**src/rtl/vector_div16_if.sv**
```systemverilog
// Handshake and result bundle for the sequential divider.
// The requester drives start and the operands; the divider returns status and results.
interface vector_div16_if #(
  parameter int WIDTH = 16
);
  logic                 start;
  logic                 op_signed;
  logic [2*WIDTH-1:0]   dividend;
  logic [WIDTH-1:0]     divisor;
  logic                 busy;
  logic                 done;
  logic [WIDTH-1:0]     quotient;
  logic [WIDTH-1:0]     remainder;
  logic                 div_zero;
  logic                 overflow;

  modport master (
    output start, op_signed, dividend, divisor,
    input  busy, done, quotient, remainder, div_zero, overflow
  );

  modport slave (
    input  start, op_signed, dividend, divisor,
    output busy, done, quotient, remainder, div_zero, overflow
  );
endinterface

```
**src/rtl/vector_div16.sv**
```systemverilog
// Sequential restoring divider: 2*WIDTH-bit dividend / WIDTH-bit divisor.
// Works on magnitudes, one quotient bit per clock, then applies signs and
// saturation in a final fix-up step. Divide-by-zero skips the iterations.
module vector_div16 #(
  parameter int WIDTH = 16
) (
  input  logic          clk,
  input  logic          rst_n,
  vector_div16_if.slave bus
);
  localparam int DW = 2 * WIDTH;
  localparam int CW = $clog2(DW);
  localparam logic [CW-1:0]    LAST    = CW'(DW - 1);
  localparam logic [WIDTH-1:0] ALL1    = {WIDTH{1'b1}};
  localparam logic [WIDTH-1:0] MAX_POS = {1'b0, {(WIDTH-1){1'b1}}};
  localparam logic [WIDTH-1:0] MIN_NEG = {1'b1, {(WIDTH-1){1'b0}}};

  typedef enum logic [1:0] {IDLE, SETUP, ITER, FIX} state_t;

  state_t state_reg, state_next;

  // Visible results
  logic             busy_reg, done_reg, dz_reg, ov_reg;
  logic [WIDTH-1:0] q_reg, r_reg;

  // Work registers: dvd_reg holds the dividend and, shifted in from the
  // bottom, the quotient bits; rem_reg is the partial remainder magnitude.
  logic [DW-1:0]    dvd_reg;
  logic [WIDTH:0]   dvs_reg;
  logic [WIDTH:0]   rem_reg;
  logic [CW-1:0]    cnt_reg;
  logic             sgn_reg, sign_q_reg, sign_r_reg, zero_reg;

  logic             dvs_is_zero;
  logic [WIDTH+1:0] shifted, diff;
  logic             fits;
  logic             hi_nz, lo_rest_nz, lo_msb;
  logic [WIDTH-1:0] fix_q, fix_r;
  logic             fix_ov;

  assign dvs_is_zero = (dvs_reg[WIDTH-1:0] == '0);

  // One restoring step: bring in the next dividend bit, subtract if it fits
  always_comb begin
    shifted = {rem_reg, dvd_reg[DW-1]};
    diff    = shifted - {1'b0, dvs_reg};
    fits    = (shifted >= {1'b0, dvs_reg});
  end

  // Sign application, saturation and divide-by-zero results for the result edge
  always_comb begin
    hi_nz      = |dvd_reg[DW-1:WIDTH];
    lo_rest_nz = |dvd_reg[WIDTH-2:0];
    lo_msb     = dvd_reg[WIDTH-1];
    fix_q      = '0;
    fix_r      = '0;
    fix_ov     = 1'b0;
    if (zero_reg) begin
      // dvd_reg still holds the untouched dividend on this path
      fix_r = dvd_reg[WIDTH-1:0];
      fix_q = !sgn_reg ? ALL1 : (dvd_reg[DW-1] ? MIN_NEG : MAX_POS);
    end else if (!sgn_reg) begin
      fix_ov = hi_nz;
      fix_q  = hi_nz ? ALL1 : dvd_reg[WIDTH-1:0];
      fix_r  = rem_reg[WIDTH-1:0];
    end else begin
      fix_r = sign_r_reg ? -rem_reg[WIDTH-1:0] : rem_reg[WIDTH-1:0];
      if (sign_q_reg) begin
        // negative result may reach exactly 2^(WIDTH-1) in magnitude
        fix_ov = hi_nz | (lo_msb & lo_rest_nz);
        fix_q  = fix_ov ? MIN_NEG : -dvd_reg[WIDTH-1:0];
      end else begin
        fix_ov = hi_nz | lo_msb;
        fix_q  = fix_ov ? MAX_POS : dvd_reg[WIDTH-1:0];
      end
    end
  end

  // State register
  always_ff @(posedge clk or negedge rst_n) begin
    if (!rst_n) state_reg <= IDLE;
    else        state_reg <= state_next;
  end

  // Next-state logic
  always_comb begin
    state_next = state_reg;
    case (state_reg)
      IDLE:    if (bus.start) state_next = SETUP;
      SETUP:   state_next = dvs_is_zero ? FIX : ITER;
      ITER:    if (cnt_reg == LAST) state_next = FIX;
      FIX:     state_next = IDLE;
      default: state_next = IDLE;
    endcase
  end

  // Datapath and result registers
  always_ff @(posedge clk or negedge rst_n) begin
    if (!rst_n) begin
      busy_reg   <= 1'b0;
      done_reg   <= 1'b0;
      dz_reg     <= 1'b0;
      ov_reg     <= 1'b0;
      q_reg      <= '0;
      r_reg      <= '0;
      dvd_reg    <= '0;
      dvs_reg    <= '0;
      rem_reg    <= '0;
      cnt_reg    <= '0;
      sgn_reg    <= 1'b0;
      sign_q_reg <= 1'b0;
      sign_r_reg <= 1'b0;
      zero_reg   <= 1'b0;
    end else begin
      done_reg <= 1'b0;
      case (state_reg)
        IDLE: begin
          if (bus.start) begin
            dvd_reg  <= bus.dividend;
            dvs_reg  <= {1'b0, bus.divisor};
            sgn_reg  <= bus.op_signed;
            zero_reg <= 1'b0;
            busy_reg <= 1'b1;
          end
        end
        SETUP: begin
          sign_q_reg <= sgn_reg & (dvd_reg[DW-1] ^ dvs_reg[WIDTH-1]);
          sign_r_reg <= sgn_reg & dvd_reg[DW-1];
          rem_reg    <= '0;
          cnt_reg    <= '0;
          if (dvs_is_zero) begin
            zero_reg <= 1'b1;
          end else begin
            if (sgn_reg && dvd_reg[DW-1]) dvd_reg <= -dvd_reg;
            if (sgn_reg && dvs_reg[WIDTH-1])
              dvs_reg <= {1'b0, ~dvs_reg[WIDTH-1:0]} + (WIDTH+1)'(1);
          end
        end
        ITER: begin
          rem_reg <= fits ? diff[WIDTH:0] : shifted[WIDTH:0];
          dvd_reg <= {dvd_reg[DW-2:0], fits};
          cnt_reg <= cnt_reg + CW'(1);
        end
        FIX: begin
          q_reg    <= fix_q;
          r_reg    <= fix_r;
          ov_reg   <= fix_ov;
          dz_reg   <= zero_reg;
          done_reg <= 1'b1;
          busy_reg <= 1'b0;
        end
        default: ;
      endcase
    end
  end

  assign bus.busy      = busy_reg;
  assign bus.done      = done_reg;
  assign bus.quotient  = q_reg;
  assign bus.remainder = r_reg;
  assign bus.div_zero  = dz_reg;
  assign bus.overflow  = ov_reg;
endmodule

```
**src/flat_wrapper.sv**
```systemverilog
// flat-port wrapper written by rule: the top's interface ports become plain ports
module vector_div16_flat 
#(
  parameter int WIDTH = 16
)
  (clk, rst_n, bus_start, bus_op_signed, bus_dividend, bus_divisor, bus_busy, bus_done, bus_quotient, bus_remainder, bus_div_zero, bus_overflow);
  vector_div16_if #(.WIDTH(WIDTH)) bus_i ();
  input  logic clk;
  input  logic rst_n;
  input wire logic [$bits(bus_i.start)-1:0] bus_start;
  input wire logic [$bits(bus_i.op_signed)-1:0] bus_op_signed;
  input wire logic [$bits(bus_i.dividend)-1:0] bus_dividend;
  input wire logic [$bits(bus_i.divisor)-1:0] bus_divisor;
  output wire logic [$bits(bus_i.busy)-1:0] bus_busy;
  output wire logic [$bits(bus_i.done)-1:0] bus_done;
  output wire logic [$bits(bus_i.quotient)-1:0] bus_quotient;
  output wire logic [$bits(bus_i.remainder)-1:0] bus_remainder;
  output wire logic [$bits(bus_i.div_zero)-1:0] bus_div_zero;
  output wire logic [$bits(bus_i.overflow)-1:0] bus_overflow;
  assign bus_i.start = bus_start;
  assign bus_i.op_signed = bus_op_signed;
  assign bus_i.dividend = bus_dividend;
  assign bus_i.divisor = bus_divisor;
  assign bus_busy = bus_i.busy;
  assign bus_done = bus_i.done;
  assign bus_quotient = bus_i.quotient;
  assign bus_remainder = bus_i.remainder;
  assign bus_div_zero = bus_i.div_zero;
  assign bus_overflow = bus_i.overflow;
  vector_div16 #(.WIDTH(WIDTH)) u_core (.clk(clk), .rst_n(rst_n), .bus(bus_i));
endmodule
```
**config.mk**
```make
export PLATFORM = sky130hd
export DESIGN_NAME = vector_div16_flat
export DESIGN_NICKNAME = d
export VERILOG_FILES = /design/src/rtl/vector_div16_if.sv /design/src/rtl/vector_div16.sv /design/src/flat_wrapper.sv
export SDC_FILE = /design/constraint.sdc
export NUM_CORES = 1
export LEC_CHECK = 0
export ABC_AREA = 1
export CORE_UTILIZATION = 45
export DETAILED_ROUTE_END_ITERATION = 6
export PLACE_DENSITY = 0.76
export SYNTH_ARGS = -nofsm -noshare
export SYNTH_HDL_FRONTEND = slang
export SYNTH_SLANG_ARGS = --single-unit
```
**constraint.sdc**
```tcl
create_clock -name clk -period 2.6 [get_ports clk]
set_input_delay 0.78 -clock clk [delete_from_list [all_inputs] [get_ports clk]]
set_output_delay 0.78 -clock clk [all_outputs]
set_load 0.005 [all_outputs]
```
; Word level (Yosys, flattened, before mapping)
; Index checks and enable logic that the tools add are counted.
[word_totals]
reg_bits = 113
in_bits = 52
output_inout_bits = 36
wordCells = 90
[classes]
addsub = 6
magnitude_cmp = 1
n_eq_ne = 10
mux = 35
bitwise_logic = 7
reduce_logical = 16
[op_table]
columns = cell, count
row1 = $mux 16, 11
row2 = $mux 32, 3
row3 = $pmux 32 s3, 1
row4 = $mux 17, 4
row5 = $pmux 17 s2, 2
row6 = $neg 16->16, 2
row7 = $neg 32->32, 1
row8 = $ge 18x17->1, 1
row9 = $add 16x1->17 const B, 1
row10 = $sub 17x17->17, 1
row11 = $logic_not 16->1, 1
row12 = $not 16->16, 1
row13 = $reduce_or 16->1, 1
row14 = $reduce_or 15->1, 1
row15 = $pmux 5 s2, 1
row16 = $mux 1, 8
row17 = $ne 2x1->1 const B, 4
row18 = $pmux 2 s4, 1
row19 = $reduce_and 4->1, 2
row20 = $reduce_and 2->1, 3
row21 = $reduce_bool 2->1, 3
row22 = $add 5x1->5 const B, 1
row23 = $eq 5x5->1 const B, 1
row24 = $eq 2x2->1 const B, 2
row25 = other kinds (11), 18

; Logic depth before layout (Yosys ltp)
[logic_depth]
word_depth = 7
depth_mapped = 14
mapped_depth_nobuf = 14

; Worst setup path before layout
; Ideal clock, no wire load.
[synth_timing]
path_kind = register to register
start = reg u_core.dvd_reg[31]
end = reg u_core.rem_reg[6]
setup_time_ns = 0.135
arrival_ns = 1.899
t_required_ns = 2.465
path_slack_ns = 0.566
path_stages_with_launch = 12
path_buffers = 1
synth_period_minus_slack_ns = 2.034
path_cell_list = dfrtp_1 -> inv_1 -> ha_1 -> inv_1 -> fa_1 -> nand3_1 -> nand3_2 -> nand2_4 -> buf_2 -> nand3_1 -> nand3_1 -> o21ai_0
[synth_between]
elab_chain_len = 3
elab_cells_between_ends = 4
classes_between = 1 x add/sub / 1 x order compare / 2 x mux
[synth_rtl]
columns = item, line_no
row1 = "start, declared", vector_div16.sv:28  ; logic [DW-1:0] dvd_reg;
row2 = "start signal, assigned", vector_div16.sv:119  ; dvd_reg <= bus.dividend;
row3 = "start signal, assigned", vector_div16.sv:134  ; if (sgn_reg && dvd_reg[DW-1]) dvd_reg <= -dvd_reg;
row4 = "start signal, assigned", vector_div16.sv:141  ; dvd_reg <= {dvd_reg[DW-2:0], fits};
row5 = $sub 17x17->17 or $ge 18x17->1 (tied branches), "vector_div16.sv:46, vector_div16.sv:47"
row6 = $mux 17 *, vector_div16.sv:140  ; rem_reg <= fits ? diff[WIDTH:0] : shifted[WIDTH:0];
row7 = $pmux 17 s2 *, vector_div16.sv:116  ; case (state_reg)
row8 = "end signal, assigned", vector_div16.sv:140
row9 = "end, declared", vector_div16.sv:30  ; logic [WIDTH:0] rem_reg;
; Mark *: on every way between the ends. The rest lies on a longest branch, timed or not.
; A chain may end at the register's enable or synchronous reset.

; Worst setup path after layout
[layout_timing]
start = reg u_core.dvd_reg[31]
end = reg u_core.rem_reg[11]
; The elaborated chain is that of the path after synthesis.

==> results.yml <==
logic_synthesis:
  synthTopCellsByCount: "nand2_1 (419), inv_1 (154), nor2_1 (115)"
  yosysSeqAreaShare: 0.326
  synth_top_area_cell: "dfrtp_1"
  synth_edf_count: 0
  synth_compound_area_frac: 0.141
  synthesis.nets: 1390
  synth.cell_area_sq_um: 8660
  synth.most_common_cell: "nand2_1"
  synthArstFlopShare: 1.00
  ys.warnings.count: 0
  synth_mux_area_frac: 0
  synth_cell_type_count: 46
  synthCells: 1311
  synth_top_area_frac: 0.326
  synth_simple_gate_area_frac: 0.369
  synth-seq-cells: 113
  synth_xor_area_frac: 0.0293
  syn_area_per_cell_sq_um: 6.61
  synth_top_family_by_area: "simple AND/OR/NAND/NOR gates"
  synthFlopType: "dfrtp_1"
  yosys.area_share.adder: 0.0399
  synth_area_leaders: "dfrtp_1 (33%), nand2_1 (18%), inv_1 (6.7%), nand3_1 (6.4%), nor2_1 (5.0%)"
critical_path:
  slowest_stage: "dfrtp_1"
  worstSetupPathType: "flop to flop"
  cp_slowest_stage_delay_ns: 0.43
  crit_path_cell_trace: "inv_1 -> ha_1 -> inv_1 -> fa_1 -> nand3_1 -> nand3_2 -> nand2_4 -> nand2_4 -> nand2_1 -> nand2_1 -> nand2_1 -> nand2_1"
  worstPathMaxFanout: 18
  end_kind: "flop"
  critPathBufInv: 2
  worstSetupStartpointType: "flop"
  path_common_cell: "nand2_1"
  worst_ep_arrival_time_ns: 2.70
  cp_top_family: "simple AND/OR/NAND/NOR gates"
  critPathRequiredTime_ns: 2.92
floorplanning:
  die_h_um: 141
  core_region_area_sq_um: 18800
  rows: 50
  start_util: 0.462
  pin_count: 88
  die_w_um: 141
  die_area_sq_um: 19800
timing:
  period_needed_ns: 2.38
  hold_viol: 0
  finalMaxSlewViolations: 0
  rsz0062_at_grt: "false"
  period_share: 0.915
  timing.slew.headroom: 0.558
  worst_slew_pin_slew_ns: 0.662
  clock.fmax_mhz: 420
  finClkSkew_ns: 0.0107
  setup_viol: 0
  fin_setup_tns_ns: 0
layout:
  antenna_cells: 0
  syn2layout_area_growth_pct: 21.7
  layoutNonFillerInstCount: 1650
  drive_above_1_share: 0.0833
  largest_reg_flops: 32
  fin_nets: 1482
global_route:
  antenna_found_initial: 0
  grt_max_degree: 39
  overflow: 0
  grt_pass1_wl_um: 43100
  grtUsageTotal: 0.279
  grt_pass1_vias: 8374
clocking:
  clkLatencyLatePin_ns: 0.44
  clk_path_buf_depth: 2
  htree_levels: 4
  cts_setup_buffers: 0
  cts-resized-gates: 0
  postCtsHoldBufs: 0
  ctsRootBufferMaster: "clkbuf_16"
  cts_made_buffers: 17
  clk_pin_slew_ns: 0.06
  cts_tree: "done"
  numClockSinks: 113
power:
  ir_drop_mv: 0.653
  p_leak_nw: 5.26
  pwr_density_cell_nw_per_um2: 1270
routing:
  viasPerCell: 5.53
  drt-initial-drc-count: 830
  drc: 0
  first_pass_iters: 7
  wl_per_cell_um: 16.4
  via_count: 9129
  drt_wl_total_um: 27000
  postRouteAntennaNets: 0
worst_hold_path:
  hold_class: "input pin to asynchronous set/reset pin"
placed_design:
  placed_cells: 1618
  dp_hpwl_um: 20100
  port_buffers: 87
  gp_congestion: 0.919
run_status:
  status: "complete, no violations"
job:
  drv_cap: 0
-- power by group --
part | internal, mW | switching [mW]
Sequential | 2.50 | 0.720
Combinational | 2.68 | 4.83
Clock | 1.80 | 0.864
-- worst paths after layout --
| check | start | end | slack, ns | cells past startpoint |
|---|---|---|---|---|
| hold / removal | rst_n | u_core.bus.remainder[10] | 0.32 | 1 |
| hold reg to reg | u_core.bus.div_zero | u_core.bus.div_zero | 0.47 | 2 |
| min in group clk | u_core.bus.div_zero | u_core.bus.div_zero | 0.47 | 2 |
| max in group asynchronous | rst_n | u_core.cnt_reg[0] | 1.58 | 2 |
| setup / recovery | u_core.dvd_reg[31] | u_core.rem_reg[11] | 0.22 | 12 |
| setup reg to reg | u_core.dvd_reg[31] | u_core.rem_reg[11] | 0.22 | 12 |
-- cell type report --
| type | instances | area, sq um |
|---|---|---|
| repair buffers | 116 | 1140 |
| inverters | 160 | 601 |
| flip-flops and latches | 113 | 2830 |
| clock inverters | 9 | 176 |
| clock buffers | 23 | 488 |
| fillers | 1814 | 8220 |
| multi-input cells | 995 | 5020 |
| well taps | 234 | 293 |
-- cell families (layout without fill, tap and decap cells) --
group           count (synthesis)  in the layout
flops                         113            113
fa+ha+maj                      27             27
xor+xnor                       29             29
compound gates                212            212
buf+inv                       203            308
simple gates                  727            727
-- routing by layer --
layer  vias up  part of all wire  global-route usage
met1      4238              0.44               0.371
li1       4440                 -                   -
met2       389              0.46               0.445
met4         0             0.034               0.138
met5         -                 0                   0
met3        62             0.066              0.0408
-- stage by stage --
stage | utilization | total power, mW | setup slack (ns) | instance area (sq um) | hold WS (ns)
detailed placement | 0.526 | 10.6 | 0.267 | 9880 | 0.466
global route | 0.562 | 14.4 | 0.0612 | 10500 | 0.365
floorplan | - | 8.08 | 0.566 | 8660 | 0.451
global placement | 0.526 | 10.4 | 0.352 | 9880 | 0.461
CTS | 0.562 | 13.3 | 0.233 | 10500 | 0.343
finish | 0.562 | 13.4 | 0.220 | 10500 | 0.325
-- placed cells by master, fill, tap and decap left out, drive strengths merged, types with 7 or more instances in the layout --
cell type | Yosys | final
a21boi | 11 | 11
a21oi | 61 | 61
a31oi | 7 | 7
buf | 22 | 30
clkbuf | 21 | 23
clkdlybuf4s50 | 0 | 86
dfrtp | 113 | 113
ha | 26 | 26
inv | 160 | 160
nand2 | 431 | 431
nand3 | 123 | 123
nand4 | 20 | 20
nor2 | 131 | 131
nor3 | 15 | 15
o211ai | 13 | 13
o21ai | 95 | 95
o221ai | 13 | 13
xor2 | 24 | 24
-- worst register-to-register path: stages, from the launching register on --
cell     delay (ns)
dfrtp_1        0.43
inv_1          0.18
ha_1           0.19
inv_1          0.09
fa_1           0.43
nand3_1        0.15
nand3_2        0.12
nand2_4        0.19
nand2_4        0.19
nand2_1        0.13
nand2_1        0.06
nand2_1        0.06
nand2_1        0.05
No activity file was read; power rests on OpenSTA's default activity.
